$ cat src/rtl/uart_tx_burst_sequencer_pkg.sv
// Shared types and decode helpers for the UART TX burst sequencer.
package uart_seq_pkg;

    localparam int DELAY_MS_MAX = 200;

    typedef enum logic [2:0] {
        S_IDLE,
        S_SEND,
        S_WAIT_ACK,
        S_WAIT_DONE,
        S_GAP,
        S_DONE
    } seq_state_t;

    function automatic logic [8:0] decode_num_bytes(input logic [1:0] sel);
        logic [8:0] n;
        unique case (sel)
            2'b00: n = 9'd1;
            2'b01: n = 9'd10;
            2'b10: n = 9'd128;
            default: n = 9'd256;
        endcase
        return n;
    endfunction

    function automatic logic [7:0] decode_delay_ms(input logic [1:0] sel);
        logic [7:0] ms;
        unique case (sel)
            2'b00: ms = 8'd0;
            2'b01: ms = 8'd50;
            2'b10: ms = 8'd100;
            default: ms = 8'd200;
        endcase
        return ms;
    endfunction

endpackage

$ cat src/rtl/uart_tx_burst_sequencer_if.sv
// Byte handshake between the burst sequencer and the UART transmitter.
interface uart_tx_burst_sequencer_if #(
    parameter int DATA_W = 8
);
    logic              tx_start;
    logic [DATA_W-1:0] tx_data;
    logic              tx_busy;

    modport master (
        output tx_start,
        output tx_data,
        input  tx_busy
    );

    modport slave (
        input  tx_start,
        input  tx_data,
        output tx_busy
    );
endinterface

$ cat src/rtl/uart_tx_burst_sequencer_gap_timer.sv
// Loadable down-counter; expired while the count sits at zero.
module gap_timer #(
    parameter int W = 8
) (
    input  logic         clk,
    input  logic         rst,
    input  logic         load,
    input  logic [W-1:0] load_val,
    input  logic         en,
    output logic         expired
);
    logic [W-1:0] cnt_q;
    logic [W-1:0] cnt_d;

    always_comb begin
        cnt_d = cnt_q;
        if (load) begin
            cnt_d = load_val;
        end else if (en && (cnt_q != '0)) begin
            cnt_d = cnt_q - W'(1);
        end
    end

    always_ff @(posedge clk) begin
        if (rst) begin
            cnt_q <= '0;
        end else begin
            cnt_q <= cnt_d;
        end
    end

    assign expired = (cnt_q == '0);
endmodule

$ cat src/rtl/uart_tx_burst_sequencer.sv
// Drives bursts of incrementing bytes into the UART TX with a
// programmable inter-byte gap, reporting progress and completion.
module uart_tx_burst_sequencer
    import uart_seq_pkg::*;
#(
    parameter int TICKS_PER_MS = 100000,
    parameter int DATA_W       = 8
) (
    input  logic                      system_clock,
    input  logic                      cpu_rst,
    input  logic                      start_push,
    input  logic                      abort,
    input  logic [1:0]                num_bytes_to_send,
    input  logic [1:0]                delay,
    input  logic [DATA_W-1:0]         data_to_send,
    uart_tx_burst_sequencer_if.master tx,
    output logic                      busy,
    output logic                      done,
    output logic                      led_toggle,
    output logic [8:0]                byte_count
);
    localparam int GAP_W = $clog2(DELAY_MS_MAX * TICKS_PER_MS);

    seq_state_t        state_q, state_d;
    logic              start_prev_q;
    logic [8:0]        n_q, n_d;
    logic [GAP_W-1:0]  g_q, g_d;
    logic [DATA_W-1:0] base_q, base_d;
    logic [DATA_W-1:0] tx_data_q, tx_data_d;
    logic              busy_q, busy_d;
    logic              led_q, led_d;
    logic [8:0]        byte_count_q, byte_count_d;

    logic              start_req;
    logic              tx_start;
    logic              done_c;
    logic              gap_load;
    logic              gap_en;
    logic              gap_expired;
    logic [8:0]        next_count;
    logic [GAP_W-1:0]  gap_ticks;

    assign start_req  = start_push & ~start_prev_q;
    assign next_count = byte_count_q + 9'd1;
    assign gap_ticks  = GAP_W'(32'(decode_delay_ms(delay)) * TICKS_PER_MS);

    always_comb begin
        state_d      = state_q;
        n_d          = n_q;
        g_d          = g_q;
        base_d       = base_q;
        tx_data_d    = tx_data_q;
        busy_d       = busy_q;
        led_d        = led_q;
        byte_count_d = byte_count_q;
        tx_start     = 1'b0;
        done_c       = 1'b0;
        gap_load     = 1'b0;
        gap_en       = 1'b0;

        // Abort wins over every transition and suppresses all strobes.
        if ((state_q != S_IDLE) && abort) begin
            state_d = S_IDLE;
            busy_d  = 1'b0;
        end else begin
            unique case (state_q)
                S_IDLE: begin
                    if (start_req) begin
                        n_d          = decode_num_bytes(num_bytes_to_send);
                        g_d          = gap_ticks;
                        base_d       = data_to_send;
                        tx_data_d    = data_to_send;
                        byte_count_d = '0;
                        busy_d       = 1'b1;
                        state_d      = S_SEND;
                    end
                end
                S_SEND: begin
                    if (!tx.tx_busy) begin
                        tx_start = 1'b1;
                        state_d  = S_WAIT_ACK;
                    end
                end
                S_WAIT_ACK: begin
                    if (tx.tx_busy) begin
                        state_d = S_WAIT_DONE;
                    end
                end
                S_WAIT_DONE: begin
                    if (!tx.tx_busy) begin
                        byte_count_d = next_count;
                        if (next_count == n_q) begin
                            state_d = S_DONE;
                        end else begin
                            tx_data_d = base_q + DATA_W'(next_count);
                            if (g_q == '0) begin
                                state_d = S_SEND;
                            end else begin
                                gap_load = 1'b1;
                                state_d  = S_GAP;
                            end
                        end
                    end
                end
                S_GAP: begin
                    gap_en = 1'b1;
                    if (gap_expired) begin
                        state_d = S_SEND;
                    end
                end
                S_DONE: begin
                    done_c  = 1'b1;
                    led_d   = ~led_q;
                    busy_d  = 1'b0;
                    state_d = S_IDLE;
                end
                default: begin
                    state_d = S_IDLE;
                end
            endcase
        end
    end

    always_ff @(posedge system_clock) begin
        if (cpu_rst) begin
            state_q      <= S_IDLE;
            start_prev_q <= 1'b0;
            n_q          <= '0;
            g_q          <= '0;
            base_q       <= '0;
            tx_data_q    <= '0;
            busy_q       <= 1'b0;
            led_q        <= 1'b0;
            byte_count_q <= '0;
        end else begin
            state_q      <= state_d;
            start_prev_q <= start_push;
            n_q          <= n_d;
            g_q          <= g_d;
            base_q       <= base_d;
            tx_data_q    <= tx_data_d;
            busy_q       <= busy_d;
            led_q        <= led_d;
            byte_count_q <= byte_count_d;
        end
    end

    gap_timer #(
        .W(GAP_W)
    ) u_gap_timer (
        .clk      (system_clock),
        .rst      (cpu_rst),
        .load     (gap_load),
        .load_val (g_q - GAP_W'(1)),
        .en       (gap_en),
        .expired  (gap_expired)
    );

    assign tx.tx_start = tx_start;
    assign tx.tx_data  = tx_data_q;
    assign busy        = busy_q;
    assign done        = done_c;
    assign led_toggle  = led_q;
    assign byte_count  = byte_count_q;
endmodule

$ cat src/flat_wrapper.sv
// flat-port wrapper written by rule: the top's interface ports become plain ports
module uart_tx_burst_sequencer_flat import uart_seq_pkg::*;
#(
    parameter int TICKS_PER_MS = 100000,
    parameter int DATA_W       = 8
)
  (system_clock, cpu_rst, start_push, abort, num_bytes_to_send, delay, data_to_send, busy, done, led_toggle, byte_count, tx_tx_start, tx_tx_data, tx_tx_busy);
  uart_tx_burst_sequencer_if #(.DATA_W(DATA_W)) tx_i ();
  input  logic system_clock;
  input  logic cpu_rst;
  input  logic start_push;
  input  logic abort;
  input  logic [1:0] num_bytes_to_send;
  input  logic [1:0] delay;
  input  logic [DATA_W-1:0] data_to_send;
  output logic busy;
  output logic done;
  output logic led_toggle;
  output logic [8:0] byte_count;
  output wire logic [$bits(tx_i.tx_start)-1:0] tx_tx_start;
  output wire logic [$bits(tx_i.tx_data)-1:0] tx_tx_data;
  input wire logic [$bits(tx_i.tx_busy)-1:0] tx_tx_busy;
  assign tx_tx_start = tx_i.tx_start;
  assign tx_tx_data = tx_i.tx_data;
  assign tx_i.tx_busy = tx_tx_busy;
  uart_tx_burst_sequencer #(.TICKS_PER_MS(TICKS_PER_MS), .DATA_W(DATA_W)) u_core (.system_clock(system_clock), .cpu_rst(cpu_rst), .start_push(start_push), .abort(abort), .num_bytes_to_send(num_bytes_to_send), .delay(delay), .data_to_send(data_to_send), .tx(tx_i), .busy(busy), .done(done), .led_toggle(led_toggle), .byte_count(byte_count));
endmodule
$ cat config.mk
export PLATFORM = sky130hd
export DESIGN_NAME = uart_tx_burst_sequencer_flat
export DESIGN_NICKNAME = d
export VERILOG_FILES = /design/src/rtl/uart_tx_burst_sequencer_pkg.sv /design/src/rtl/uart_tx_burst_sequencer_if.sv /design/src/rtl/uart_tx_burst_sequencer_gap_timer.sv /design/src/rtl/uart_tx_burst_sequencer.sv /design/src/flat_wrapper.sv
export SDC_FILE = /design/constraint.sdc
export NUM_CORES = 1
export LEC_CHECK = 0
export ABC_AREA = 1
export BUFFER_PORTS_ARGS = -buffer_cell sky130_fd_sc_hd__buf_2
export CORE_AREA = 2 2 94 96
export DETAILED_ROUTE_END_ITERATION = 10
export DIE_AREA = 0 0 96 98
export PLACE_DENSITY = 0.75
export SYNTH_ARGS = -nofsm -noshare
export SYNTH_HDL_FRONTEND = slang
export SYNTH_SLANG_ARGS = --single-unit
$ cat constraint.sdc
create_clock -name system_clock -period 2.25 [get_ports system_clock]
set_clock_uncertainty 0.1 [all_clocks]
set_input_delay 0.3375 -clock system_clock [delete_from_list [all_inputs] [get_ports system_clock]]
set_output_delay 0.3375 -clock system_clock [all_outputs]
set_load 0.02 [all_outputs]
==> results of run 1 <==
## timing repair
action,4_1_cts,5_1_grt
endpoints found under the setup margin,5,30
gates resized for setup,10,20
pin swaps,1,2
hold buffers,0,0
setup buffers,2,6
## critical path, delay by kind of cell, from the launching register on
kind	cells	cell delay, ps
buffers and inverters	3	260
DFF	1	380
adders and majority gates	2	410
AOI/OAI and AO/OA	3	280
and+or+nand+nor	8	760
## report_power, final
group	leakage, nW	internal, mW	total, mW	switching [mW]
sequential	0.556	1.40	1.54	0.147
clock	0.0979	0.530	1.01	0.484
combinational	1.91	0.874	2.32	1.44
## per-layer routing
metal,share of wire (%),track usage (%),up-vias
met3,4.7,3.472,20
met4,1.8,9.121,0
met1,42,31.77,2098
li1,-,-,2333
met2,52,46.47,128
met5,0,0,-
## registers in the layout (all words and copies together) (netlist names)
register / count
u_core.n_q: 4
u_core.u_gap_timer.cnt_q: 25
u_core.start_prev_q: 1
u_core.base_q: 8
u_core.tx.tx_data: 8
u_core.g_q: 8
u_core.byte_count: 9
u_core.busy: 1
u_core.state_q: 3
u_core.led_toggle: 1
## kinds of logic after synthesis
family,after synthesis
flops,68
fa+ha+maj,20
buf+inv,102
xor+xnor,25
simple gates,356
compound gates,106
## synth_stat cells, drive strengths merged (13+ instances only)
| cell | number |
|---|---|
| dfxtp | 68 |
| inv | 80 |
| nor3 | 13 |
| o21ai | 45 |
| a21oi | 47 |
| ha | 19 |
| xor2 | 13 |
| nor2 | 95 |
| nand4 | 20 |
| nand3 | 58 |
| nand2 | 159 |
## final cells by class
cell class | instances | area share [%]
Sequential cell | 68 | 26.01
Tap cell | 108 | 2.563
Inverter | 82 | 5.980
Clock inverter | 5 | 0.9967
Timing Repair Buffer | 77 | 9.587
Clock buffer | 10 | 2.610
Multi-Input combinational cell | 507 | 52.25
## worst paths after layout
kind	to	slack (ps)
worst min-delay path	u_core.base_q[4]$_SDFFE_PP0P_	130
worst min register to register	u_core.led_toggle$_SDFFE_PP0P_	360
worst max register to register	u_core.tx.tx_data[7]$_SDFFE_PP0P_	4
worst max-delay path	u_core.tx.tx_data[7]$_SDFFE_PP0P_	4
==> results.py, run 1 <==
metrics = {
    "outcome": {
        "outcome": "complete, no violations",
    },
    "global_route": {
        "grt_max_degree": 32,
        "grt_pass1_vias": 4309,
        "gr-usage-all-layers_pct": 26.17,
        "antenna_found_initial": 0,
        "grt_remaining_overflow": 0,
        "grt_pass1_wl_um": 19560,
    },
    "synth": {
        "synth_mux_area_share_pct": 0,
        "synth-compound-area-share_pct": 12.97,
        "netlist_area_mm2": 0.004419,
        "ys_ff_latch": 68,
        "yosys.area_share.simple_pct": 36.01,
        "syn_nets": 714,
        "synthArstFlopShare_pct": 0,
        "synth.largest_area_cell": "dfxtp_1",
        "synth-edff-count": 0,
        "yosys_warnings": 0,
        "synth_top_family_by_area": "simple AND/OR/NAND/NOR gates",
        "synth_ff_type": "dfxtp_1",
        "synthAdderAreaFrac_pct": 5.832,
        "avgSynthCellArea_um2": 6.528,
        "synth_area_leaders": "dfxtp_1 31%, nand2_1 13%, nor2_1 7.6%",
        "synth_xor_area_share_pct": 4.955,
        "synthCells": 677,
        "netlist.area_leader.share_pct": 30.80,
        "synth_seq_area_share_pct": 30.80,
        "ys_types": 41,
    },
    "routing": {
        "drt_iter0_drc": 278,
        "vias_per_cell": 5.343,
        "wl_per_cell_um": 13.59,
        "wirelength_um": 11650,
        "drc": 0,
        "vias": 4579,
        "dr.pass1.iters": 5,
        "ant_nets": 0,
    },
    "place": {
        "port_buffers": 37,
        "gp_congestion": 1.030,
        "place_ws_ps": -68.98,
        "place_inst": 834,
        "dp_hpwl_um": 8643,
        "place_area_mm2": 0.004887,
    },
    "sta": {
        "setup_viol": 0,
        "rsz0062_at_grt": "yes",
        "drv_slew": 0,
        "tightest_slew_ps": 729.7,
        "relSlewSlack_pct": 51.30,
        "hold_viol": 0,
        "timing.final.ws_setup_ps": 3.523,
        "fin_setup_tns_ps": 0,
        "finalCriticalPeriod_ps": 2246,
        "timing.fmax_mhz": 445.1,
        "fin_hold_ws_ps": 126.0,
        "period_share_pct": 99.84,
    },
    "critical_path": {
        "cp-startpoint": "u_core.byte_count[0]$_SDFFE_PP0P_",
        "reg2regPathDepth": 16,
        "critPathKind": "reg2reg",
        "path_common_cell": "nand2_1",
        "max_stage_delay_ps": 380,
        "end_kind": "register",
        "cp.arrival_ps": 2430,
        "startpoint_type": "register",
        "critPathSlowestCell": "dfxtp_4",
        "r2r_start": "u_core.byte_count[0]$_SDFFE_PP0P_",
        "crit_required_ps": 2430,
        "cp_max_fo": 4,
        "path_cells": "ha_4 > nand2_1 > inv_2 > nand2_1 > nand2_1 > inv_1 > ha_4 > inv_1 > nor3_2 > nand2_1 > nand3_2 > a21o_1 > nand3_1 > o21ai_0 > nand3_1 > a21oi_1",
    },
    "final_layout": {
        "fin_nets": 782,
        "layout-drive-gt1-share_pct": 18.96,
        "layout_common_cells": "153 x nand2_1, 86 x nor2_1, 73 x inv_1",
        "final_cell_area_mm2": 0.005273,
        "mostFrequentLayoutCell": "nand2_1",
        "nFillCells": 817,
        "register_area_mm2": 0.001371,
        "antennaDiodeCount": 0,
        "multi_input_area_mm2": 0.002755,
        "syn_to_final_growth_pct": 19.31,
        "utilization_pct": 62.28,
        "final_cell_count_no_fill": 857,
    },
    "clocking": {
        "clockBufferDepth": 2,
        "htree_levels": 3,
        "cts_inserted_buffers": 9,
        "root_buffer": "clkbuf_8",
        "cts_sinks": 68,
        "cts_tree": "yes",
        "worstSkewPairLatency_ps": 350,
        "clk_pin_slew_ps": 80,
    },
    "floorplanning": {
        "die_x_um": 96,
        "fp-row-count": 34,
        "start_util_pct": 52.20,
        "design.core.area_mm2": 0.008466,
        "die_h_um": 98,
        "die_area_mm2": 0.009408,
        "io_pins": 38,
    },
    "flow_run": {
        "cap_viol_max_count": 0,
    },
    "power_and_ir_drop": {
        "ir_worst_vdd_uv": 478.6,
        "power_mw": 4.872,
        "powerDensity_mw_per_mm2": 924.0,
        "total_leakage_power_nw": 2.561,
    },
    "worst_hold_path": {
        "min_from": "data_to_send[4]",
        "hold_depth": 3,
        "worstHoldPathType": "in2reg",
    },
}
Note: power is estimated with default switching activity, not from simulation.
==> inputs of run 2 (changes only) <==
--- a/config.mk
+++ b/config.mk
@@ -11,6 +11,7 @@
 export DETAILED_ROUTE_END_ITERATION = 10
 export DIE_AREA = 0 0 96 98
 export PLACE_DENSITY = 0.75
+export SETUP_SLACK_MARGIN = 0.02
 export SYNTH_ARGS = -nofsm -noshare
 export SYNTH_HDL_FRONTEND = slang
 export SYNTH_SLANG_ARGS = --single-unit
==> run 2 against run 1 <==
Net effect:
- count of clock-buffer cells in the layout is the same
- flip-flop and latch count is the same
- via count rose by 1.6%
- setup slack gained 75 ps
- total power is 3.4% higher
- sequential share of layout area fell by 0.72 points
- die area unchanged
- register-to-register slack better by 70 ps
- clock power about the same
- sequential power hardly changed
- fmax up 3.4%
- largest power group unchanged
==> results.py, run 2 (synthesis results as in run 1) <==
metrics = {
    "outcome": {
        "outcome": "complete, no violations",
    },
    "final_layout": {
        "antennaDiodeCount": 0,
        "layout-drive-gt1-share_pct": 22.35,
        "register_area_mm2": 0.001375,
        "multi_input_area_mm2": 0.002846,
        "final_cell_count_no_fill": 864,
        "final_cell_area_mm2": 0.005438,
        "largest_reg_flops": 25,
        "nFillCells": 783,
        "syn_to_final_growth_pct": 23.05,
        "utilization_pct": 64.23,
        "fin_nets": 789,
        "layout_common_cells": "143 x nand2_1, 85 x nor2_1, 71 x inv_1",
        "regMostFlops": "u_core.u_gap_timer.cnt_q",
        "mostFrequentLayoutCell": "nand2_1",
    },
    "sta": {
        "fin_hold_ws_ps": 115.5,
        "relSlewSlack_pct": 46.43,
        "fin_setup_tns_ps": 0,
        "hold_viol": 0,
        "setup_viol": 0,
        "finalCriticalPeriod_ps": 2172,
        "timing.final.ws_setup_ps": 78.31,
        "timing.fmax_mhz": 460.5,
        "rsz0062_at_grt": "yes",
        "period_share_pct": 96.52,
        "drv_slew": 0,
        "tightest_slew_ps": 802.7,
    },
    "place": {
        "place_inst": 835,
        "place_ws_ps": -59.30,
        "dp_hpwl_um": 8759,
        "port_buffers": 37,
        "gp_congestion": 1.011,
        "place_area_mm2": 0.004896,
    },
    "clocking": {
        "root_buffer": "clkbuf_8",
        "clk_pin_slew_ps": 70,
        "worstSkewPairLatency_ps": 360,
        "clockBufferDepth": 2,
        "cts_sinks": 68,
        "htree_levels": 3,
        "cts_tree": "yes",
        "cts_inserted_buffers": 9,
        "hold_buffers": 0,
    },
    "floorplanning": {
        "die_x_um": 96,
        "start_util_pct": 52.20,
        "io_pins": 38,
        "fp-row-count": 34,
        "design.core.area_mm2": 0.008466,
        "die_h_um": 98,
        "die_area_mm2": 0.009408,
    },
    "critical_path": {
        "startpoint_type": "register",
        "cp_max_fo": 6,
        "max_stage_delay_ps": 370,
        "crit_required_ps": 2390,
        "critPathKind": "reg2reg",
        "end_kind": "register",
        "path_buf_inv": 3,
        "path_common_cell": "nand2_1",
        "cp.arrival_ps": 2310,
        "crit_family": "simple AND/OR/NAND/NOR gates",
        "path_cells": "buf_4 > nand2_2 > nor2_4 > buf_6 > nand2_1 > nand2_1 > nand3_1 > a21oi_4 > nand3_4 > nand3_4 > buf_4 > nand2_1 > a21oi_1 > nor2_1",
        "critPathSlowestCell": "dfxtp_4",
    },
    "routing": {
        "vias_per_cell": 5.382,
        "vias": 4650,
        "wirelength_um": 12360,
        "dr.pass1.iters": 7,
        "ant_nets": 0,
        "drt_iter0_drc": 201,
        "drc": 0,
        "wl_per_cell_um": 14.31,
    },
    "power_and_ir_drop": {
        "sw_frac_of_total_pct": 43.37,
        "total_leakage_power_nw": 2.662,
        "pwr-share-clk_pct": 19.7,
        "powerDensity_mw_per_mm2": 926.5,
        "power_mw": 5.038,
        "pwr-share-seq_pct": 30.5,
        "switchingPower_mw": 2.185,
        "p_int_mw": 2.853,
        "ir_worst_vdd_uv": 502.6,
        "combPwrFrac_pct": 49.8,
    },
    "global_route": {
        "grt_use_met2_pct": 45.67,
        "gr-usage-all-layers_pct": 26.97,
        "grt_pass1_wl_um": 20200,
        "use_met3_pct": 4.398,
        "grt_pass1_vias": 4429,
        "antenna_found_initial": 0,
        "grt_max_degree": 32,
        "grt_remaining_overflow": 0,
        "grtUsageMet1_pct": 33.14,
        "busiest_layer": "met2",
    },
    "worst_hold_path": {
        "worstHoldPathType": "in2reg",
    },
    "flow_run": {
        "cap_viol_max_count": 0,
    },
}
[run 2: tightest hold or removal path: stages]
cell and delay, ps:
buf_2 90, nor2_1 40, nor2_1 80
[run 2: cell type report]
type                       count  share of cell area (%)
clock inverter                 5                  0.9894
clock buffer                  10                   2.347
sequential                    68                   25.29
timing repair buffer          84                   10.56
inverter                      82                   5.983
multi-input combinational    507                   52.35
tap                          108                   2.485
[run 2: path summary, 6_finish.rpt]
kind,start,end,slack [ps],cells past startpoint
setup reg to reg,u_core.byte_count[1]$_SDFFE_PP0P_,u_core.u_gap_timer.cnt_q[22]$_SDFFE_PP0P_,80,14
hold reg to reg,u_core.led_toggle$_SDFFE_PP0P_,u_core.led_toggle$_SDFFE_PP0P_,360,1
setup / recovery,u_core.byte_count[1]$_SDFFE_PP0P_,u_core.u_gap_timer.cnt_q[22]$_SDFFE_PP0P_,80,14
hold / removal,data_to_send[3],u_core.base_q[3]$_SDFFE_PP0P_,120,3
[run 2: routing by layer]
metal  wire length [µm]  up-vias  share of wire, %
li1                   -     2347                 -
met1               5253     2142                42
met2               6158      119                50
met3                489       42               4.0
met4                462        0               3.7
met5                  0        -                 0
[run 2: power by group through the flow]
stage / Sequential [mW] / Clock [mW] / Combinational (mW)
2_1_floorplan: 1.60 / 0 / 1.56
6_report: 1.54 / 0.991 / 2.51
3_5_place_dp: 1.55 / 0 / 2.20
4_1_cts: 1.53 / 1.00 / 2.23
3_3_place_gp: 1.55 / 0 / 2.17
5_1_grt: 1.56 / 1.06 / 2.80
[run 2: timing repair]
action / 4_1_cts / 5_1_grt
resized for setup: 7 / 65
setup buffers: 0 / 13
cloned: 0 / 1
setup endpoints to repair: 2 / 32
pin swaps: 1 / 17
